--- config.mk ---
export PLATFORM = sky130hd
export DESIGN_NAME = c2h_axis_upsizer
export DESIGN_NICKNAME = d
export VERILOG_FILES = /design/src/rtl/c2h_axis_upsizer.sv
export SDC_FILE = /design/constraint.sdc
export NUM_CORES = 1
export LEC_CHECK = 0
export CORE_MARGIN = 3
export CORE_UTILIZATION = 54
export DETAILED_ROUTE_END_ITERATION = 10
export HOLD_SLACK_MARGIN = 0.15
export PLACE_DENSITY = 0.92
export REMOVE_ABC_BUFFERS = 1
export SLEW_MARGIN = 20
export SYNTH_ARGS = -nofsm -noshare
export SYNTH_HDL_FRONTEND = slang
export SYNTH_SLANG_ARGS = --single-unit
--- constraint.sdc ---
create_clock -name user_clk_250 -period 2.4 [get_ports user_clk_250]
set_input_delay 0.72 -clock user_clk_250 [delete_from_list [all_inputs] [get_ports user_clk_250]]
set_output_delay 0.72 -clock user_clk_250 [all_outputs]
set_load 0.03 [all_outputs]
--- src/rtl/c2h_axis_upsizer.sv ---
`default_nettype none
`timescale 1ns/1ps
// +-----------------------------------------------------------------------------+
// | c2h_axis_upsizer : packs narrow egress AXIS beats into wide PCIe C2H beats.   |
// | Optional counters: define C2H_UPSIZER_STATS_EN.                               |
// | Revision: 1.0                                                                 |
// +-----------------------------------------------------------------------------+
module c2h_axis_upsizer #(
    parameter int IN_WIDTH  = 64,
    parameter int OUT_WIDTH = 256
) (
    input  logic                     user_clk_250,
    input  logic                     user_resetn_250,
    input  logic                     pcie_ready,
    input  logic [IN_WIDTH-1:0]      s_axis_tdata,
    input  logic [IN_WIDTH/8-1:0]    s_axis_tkeep,
    input  logic                     s_axis_tlast,
    input  logic                     s_axis_tvalid,
    output logic                     s_axis_tready,
    output logic [OUT_WIDTH-1:0]     m_axis_tdata,
    output logic [OUT_WIDTH/8-1:0]   m_axis_tkeep,
    output logic                     m_axis_tlast,
    output logic                     m_axis_tvalid,
    input  logic                     m_axis_tready
`ifdef C2H_UPSIZER_STATS_EN
    ,
    output logic [31:0]              stat_pkt_cnt,
    output logic [31:0]              stat_beat_cnt
`endif
);

    localparam int c_RATIO    = OUT_WIDTH / IN_WIDTH;
    localparam int c_IN_KEEP  = IN_WIDTH / 8;
    localparam int c_OUT_KEEP = OUT_WIDTH / 8;
    localparam int c_IDX_W    = (c_RATIO > 1) ? $clog2(c_RATIO) : 1;
    localparam logic [c_IDX_W-1:0] c_LAST_IDX = c_IDX_W'(c_RATIO - 1);

    typedef enum logic [0:0] {
        ST_FILL = 1'b0,
        ST_HOLD = 1'b1
    } state_t;

    state_t                  r_state;
    logic [c_IDX_W-1:0]      r_idx;
    logic [OUT_WIDTH-1:0]    r_buf_data;
    logic [c_OUT_KEEP-1:0]   r_buf_keep;
    logic                    r_buf_last;
    logic                    r_run;

    logic                    w_accept;
    logic                    w_complete;
    logic                    w_out_free;
    logic [OUT_WIDTH-1:0]    w_asm_data;
    logic [c_OUT_KEEP-1:0]   w_asm_keep;

    // r_run keeps tready low while reset is held and until the first clock after release.
    assign s_axis_tready = r_run & (r_state == ST_FILL) & pcie_ready;
    assign w_accept      = s_axis_tvalid & s_axis_tready;
    assign w_complete    = w_accept & ((r_idx == c_LAST_IDX) | s_axis_tlast);
    assign w_out_free    = ~m_axis_tvalid | m_axis_tready;

    // Buffer is cleared on every emission, so lanes above idx are already zero.
    always_comb begin
        w_asm_data = r_buf_data;
        w_asm_keep = r_buf_keep;
        for (int i = 0; i < c_RATIO; i++) begin
            if (r_idx == c_IDX_W'(i)) begin
                w_asm_data[i*IN_WIDTH +: IN_WIDTH]   = s_axis_tdata;
                w_asm_keep[i*c_IN_KEEP +: c_IN_KEEP] = s_axis_tkeep;
            end
        end
    end

    always_ff @(posedge user_clk_250 or negedge user_resetn_250) begin
        if (!user_resetn_250) begin
            r_state       <= ST_FILL;
            r_idx         <= '0;
            r_buf_data    <= '0;
            r_buf_keep    <= '0;
            r_buf_last    <= 1'b0;
            r_run         <= 1'b0;
            m_axis_tdata  <= '0;
            m_axis_tkeep  <= '0;
            m_axis_tlast  <= 1'b0;
            m_axis_tvalid <= 1'b0;
        end else begin
            r_run <= 1'b1;
            if (m_axis_tvalid && m_axis_tready) begin
                m_axis_tvalid <= 1'b0;
            end
            case (r_state)
                ST_FILL: begin
                    if (w_complete) begin
                        if (w_out_free) begin
                            m_axis_tdata  <= w_asm_data;
                            m_axis_tkeep  <= w_asm_keep;
                            m_axis_tlast  <= s_axis_tlast;
                            m_axis_tvalid <= 1'b1;
                            r_buf_data    <= '0;
                            r_buf_keep    <= '0;
                            r_idx         <= '0;
                        end else begin
                            r_buf_data <= w_asm_data;
                            r_buf_keep <= w_asm_keep;
                            r_buf_last <= s_axis_tlast;
                            r_state    <= ST_HOLD;
                        end
                    end else if (w_accept) begin
                        r_buf_data <= w_asm_data;
                        r_buf_keep <= w_asm_keep;
                        r_idx      <= r_idx + 1'b1;
                    end
                end
                ST_HOLD: begin
                    if (w_out_free) begin
                        m_axis_tdata  <= r_buf_data;
                        m_axis_tkeep  <= r_buf_keep;
                        m_axis_tlast  <= r_buf_last;
                        m_axis_tvalid <= 1'b1;
                        r_buf_data    <= '0;
                        r_buf_keep    <= '0;
                        r_buf_last    <= 1'b0;
                        r_idx         <= '0;
                        r_state       <= ST_FILL;
                    end
                end
                default: r_state <= ST_FILL;
            endcase
        end
    end

`ifdef C2H_UPSIZER_STATS_EN
    always_ff @(posedge user_clk_250 or negedge user_resetn_250) begin
        if (!user_resetn_250) begin
            stat_pkt_cnt  <= '0;
            stat_beat_cnt <= '0;
        end else if (m_axis_tvalid && m_axis_tready) begin
            stat_beat_cnt <= stat_beat_cnt + 32'd1;
            if (m_axis_tlast) begin
                stat_pkt_cnt <= stat_pkt_cnt + 32'd1;
            end
        end
    end
`endif

endmodule
`default_nettype wire
Yosys cells after proc, flatten, opt, wreduce, memory -nomap -nowiden --
Cells that the tools add are included.
Operators by class: reduce and logical (&&, ||, !) cells 5, add/subtract/negate cells 1, multiplexer cells 45, bitwise gates (word level) 8, equality and inequality tests 8
Operators with widths (count):
- two-way mux 256 bit | 7
- one-hot mux 256 bit (2 select lines) | 2
- two-way mux 64 bit | 4
- two-way mux 32 bit | 7
- one-hot mux 32 bit (2 select lines) | 2
- two-way mux 8 bit | 4
- two-way mux 1 bit | 11
- one-hot mux 1 bit (2 select lines) | 4
- two-way mux 2 bit | 3
- != test 2 bit (second input constant) | 3
- AND reduction 3 bit | 2
- AND 1 bit | 4
- equality test 2 bit (second input constant) | 2
- one-hot mux 2 bit (2 select lines) | 1
- != test 3 bit (second input constant) | 1
- adder 2 x 1 -> 2 bit (second input constant) | 1
- equality test 2 x 1 -> 1 bit (second input constant) | 1
- logical NOT 2 bit | 1
- != test 2 x 1 -> 1 bit (second input constant) | 1
- inverter 1 bit | 2
- bitwise OR 1 bit | 2
- AND reduction 2 bit | 1
- logical AND 1 bit | 1
Word-level totals: bits of input ports 78, logic and storage cells 77, bits in registers 583, output and inout bits 291

Depth between registers and ports, before layout --
depth after elaboration 7, depth in mapped cells 9, gate-level depth less buffers 5

Worst setup path after synthesis --
Ideal clock, no wire load.
path type input port to flip-flop, start point input port m_axis_tready, end point register r_buf_data[0], arrival 2.034 ns, library setup time 0.066 ns, path buffers 3, data required time 2.334 ns, path slack 0.299 ns, stages 7, path through nand2b_1 -> and2_1 -> clkbuf_1 -> buf_4 -> a21oi_4 -> buf_8 -> a22o_1
On the way: cells in the longest elaborated chain, start to end 4, elaborated cells between the ends (all ways) 6, those cells by class 1 x eq/ne; 3 x mux; 1 x bitwise; 1 x reduce/logical
Ends and longest elaborated chain:
- start, declared | RTL line 24 | input logic m_axis_tready
- bitwise OR 1 bit (*) | RTL line 60 | assign w_out_free = ~m_axis_tvalid | m_axis_tready;
- two-way mux 256 bit | RTL line 94 | if (w_out_free) begin
- two-way mux 256 bit | RTL line 93 | if (w_complete) begin
- one-hot mux 256 bit (2 select lines) | RTL line 91 | case (r_state)
- end signal, assigned | RTL line 103 | r_buf_data <= w_asm_data;
- end signal, assigned | RTL line 109 | r_buf_data <= w_asm_data;
- end, declared | RTL line 45 | logic [OUT_WIDTH-1:0] r_buf_data;
Mark *: on every way between the ends. The rest lies on a longest branch, timed or not. A chain may end at the register's enable or synchronous reset.

Worst setup path in the final report --
start point register m_axis_tdata[235], end point output port m_axis_tdata[235]
RTL lines:
- start, declared | RTL line 20 | output logic [OUT_WIDTH-1:0] m_axis_tdata,
- start signal, assigned | RTL line 95 | m_axis_tdata <= w_asm_data;
- start signal, assigned | RTL line 116 | m_axis_tdata <= r_buf_data;
No word-level cell between the ends.

==> summary.md <==
| Metric | Value |
|---|---|
| Status | `completed` |
| Setup crit start kind | `flop` |
| DR vias/cell | `about 7.1` |
| Vias in the first global route | `20000` |
| Cell family with most CP delay | `buffers and inverters` |
| Cell count after synthesis | `1774` |
| Max Cap Viol | `0` |
| Synth area leader | `dfrtp_1` |
| Clock tree buffer depth | `3` |
| Congestion Overflow GR | `0` |
| Core Area | `43500 um2` |
| Worst-Skew Late Latency | `~600 ps` |
| Top post-synthesis cells by area | `dfrtp_1, a22o_1, o221a_2` |
| Crit-path slowest cell | `clkdlybuf4s50_1` |
| Setup TNS | `0 ps` |
| Top cells by count, synth | `dfrtp_1, a22o_1, or3_1, o221a_2, clkbuf_1` |
| Tmin final | `2370 ps` |
| Most common cell in the netlist | `dfrtp_1` |
| Yosys Warn Count | `0` |
| DRC viols | `0` |
| Worst IR drop on VDD | `0.000851 V` |
| Post-synth EDFFs | `0` |
| Clk sink count | `approximately 580` |
| Buffers on Ports | `368` |
| Fmax | `421 MHz` |
| IO Pins | `369` |
| Yosys cell types | `between 40 and 50` |
| Filler cells | `2744` |
| Initial Utilization | `0.551` |
| Post-detailed-route wirelength per cell | `28.8 um` |
| Power per Cell Area | `1290 nW/um2` |
| First-pass GRT wire length | `118 mm` |
| Gp weighted congestion | `0.844` |
| Cells after DPL | `between 2000 and 3000` |
| H-Tree Depth | `2` |
| Non-filler cells, final | `2656` |
| Required @ worst endpoint | `1680 ps` |
| Crit Path Max Fanout | `2` |
| Critical path's largest stage delay | `690 ps` |
| Dpl cell area | `28400 um2` |
| Final instance area | `30200 um2` |
| Cell area after synthesis | `23900 um2` |
| Antenna viol nets, final | `0` |
| Slew @ Worst Pin | `roughly 560 ps` |
| Multi-input logic area | `~8000 um2` |
| Largest net degree at the start of global routing | `105` |
| Area grow syn2layout | `26.1%` |
| Final hold vios | `0` |
| Top_reg_cell synth | `dfrtp_1` |
| Number of setup violations in the final report | `0` |
| CTS Buf Count | `56` |
| Die area | `46900 um2` |
| Initial DRC count | `2544` |
| Die height | `roughly 220 um` |
| Final Core Density | `0.694` |
| Final Hold Slack | `between 400 and 500 ps` |
| Diodes inserted | `0` |
| First-pass DRT Iterations | `6` |
| Area share of the largest cell type after synthesis | `0.610` |
| Share of post-route cells with drive strength above 1 | `0.191` |
| CP cell instances | `clkdlybuf4s50_1` |
| Avg Synthesized Cell Area | `13.5 um2` |
| WL final | `76.6 mm` |
| Register bit total from synthesis | `583` |
| WP buf/inv | `1` |
| Postcts setup bufs | `0` |
| Worst hold-check path type | `reg -> reg` |
| LEAKAGE | `0.0139 uW` |
| Dpl hpwl | `45.5 mm` |
| Clk slew on worst S/H paths | `70 ps` |
| Setup Skew | `12.2 ps` |
| CTS tree | `built` |
| CP arrival | `1650 ps` |
| Vias | `19000` |
| Final Slew Violations | `0` |
| Synth async-reset ratio | `1.00` |
| Chip Width | `216 um` |
| Sequential share of the synthesized area | `0.610` |
| Max_slew headroom | `0.627` |
| Final Cycle Share | `0.989` |
| Setup crit end kind | `output pin` |
| Register Area | `14600 um2` |
| Crit Path Category | `reg -> out` |
| CTS Root Cell | `clkbuf_16` |
| Total track usage | `0.320` |
| Nets | `2113` |
| Initial antenna violation count | `2` |
| Rows | `76` |
-- area by class of cell --
cell class                      count  share of cell area
Inverter                            2            0.000249
Sequential cell                   583               0.483
Multi-Input combinational cell    927               0.268
Tap cell                          585              0.0243
Clock buffer                       84              0.0543
Timing Repair Buffer              461               0.162
Clock inverter                     14             0.00759
-- cell families (layout without fill, tap and decap cells) --
| family | count (synthesis) | count (layout) | share of synthesized area |
|---|---|---|---|
| DFF | 583 | 583 | 0.610 |
| buffers and inverters | 264 | 561 | 0.0562 |
| adders and majority gates | 4 | 4 | 0.00209 |
| other | 1 | 1 | 0.000157 |
| AOI/OAI and AO/OA | 668 | 668 | 0.267 |
| and+or+nand+nor | 254 | 254 | 0.0651 |
-- stage by stage --
stage                     total power (uW)  worst slack [ps]
after floorplan                      23400             -5500
after global placement               29900              -245
after detailed placement             30500              -320
after CTS                            38900            0.0854
after global routing                 40200             -8.82
final                                38900              26.3
-- worst reg2reg max path: stages, from the launching register on --
cell and delay [ps]:
dfrtp_1 450, ha_1 230, or2_1 310, nand3_1 260
o21a_4 290, buf_12 170, o221a_2 380
-- registers in the layout (all words and copies together) (netlist names) --
signal / count
m_axis_tdata: 256
r_buf_data: 256
m_axis_tkeep: 32
r_buf_keep: 32
r_idx: 2
m_axis_tlast: 1
m_axis_tvalid: 1
r_buf_last: 1
r_run: 1
r_state: 1
-- timing repair --
item / in CTS / in global routing
hold buffers: 1 / 0
cloned: 0 / 0
endpoints found under the hold margin: 33 / 0
resized for setup: 148 / 45
endpoints found under the setup margin: 148 / 44
-- report_power, final --
part | switching [uW] | leakage (uW) | internal, uW
sequential | 2340 | 0.00738 | 12900
combinational | 7920 | 0.00561 | 6710
clock | 3710 | 0.000909 | 5330
-- routing by layer --
metal	wire, um	global-route usage
met4	3320	0.157
met5	22	0
met1	28200	0.422
met2	36100	0.500
met3	8950	0.0802
-- final timing paths --
path | slack, ps | end | cells past startpoint | start
setup / recovery | 30 | m_axis_tdata[235] | 1 | m_axis_tdata[235]
hold / removal | 500 | m_axis_tdata[219] | 1 | r_buf_data[219]
setup reg to reg | 200 | m_axis_tdata[137] | 6 | r_idx[0]
hold reg to reg | 500 | m_axis_tdata[219] | 1 | r_buf_data[219]
max in group asynchronous | 880 | m_axis_tdata[4] | 3 | user_resetn_250
min in group asynchronous | 690 | m_axis_tdata[171] | 2 | user_resetn_250
-- placed cells by master (no fill, tap or decap), types with 11 or more instances in the layout --
master / n
clkbuf_1: 16
clkbuf_8: 11
dlymetal6s2s_1: 43
o221a_1: 15
dlygate4sd2_1: 147
or3_1: 216
clkdlybuf4s50_1: 176
buf_4: 46
o21a_1: 72
o32a_1: 72
a22o_1: 288
clkbuf_16: 57
buf_12: 46
dfrtp_1: 583
o221a_2: 201
Power figures use the tool's default switching activity.
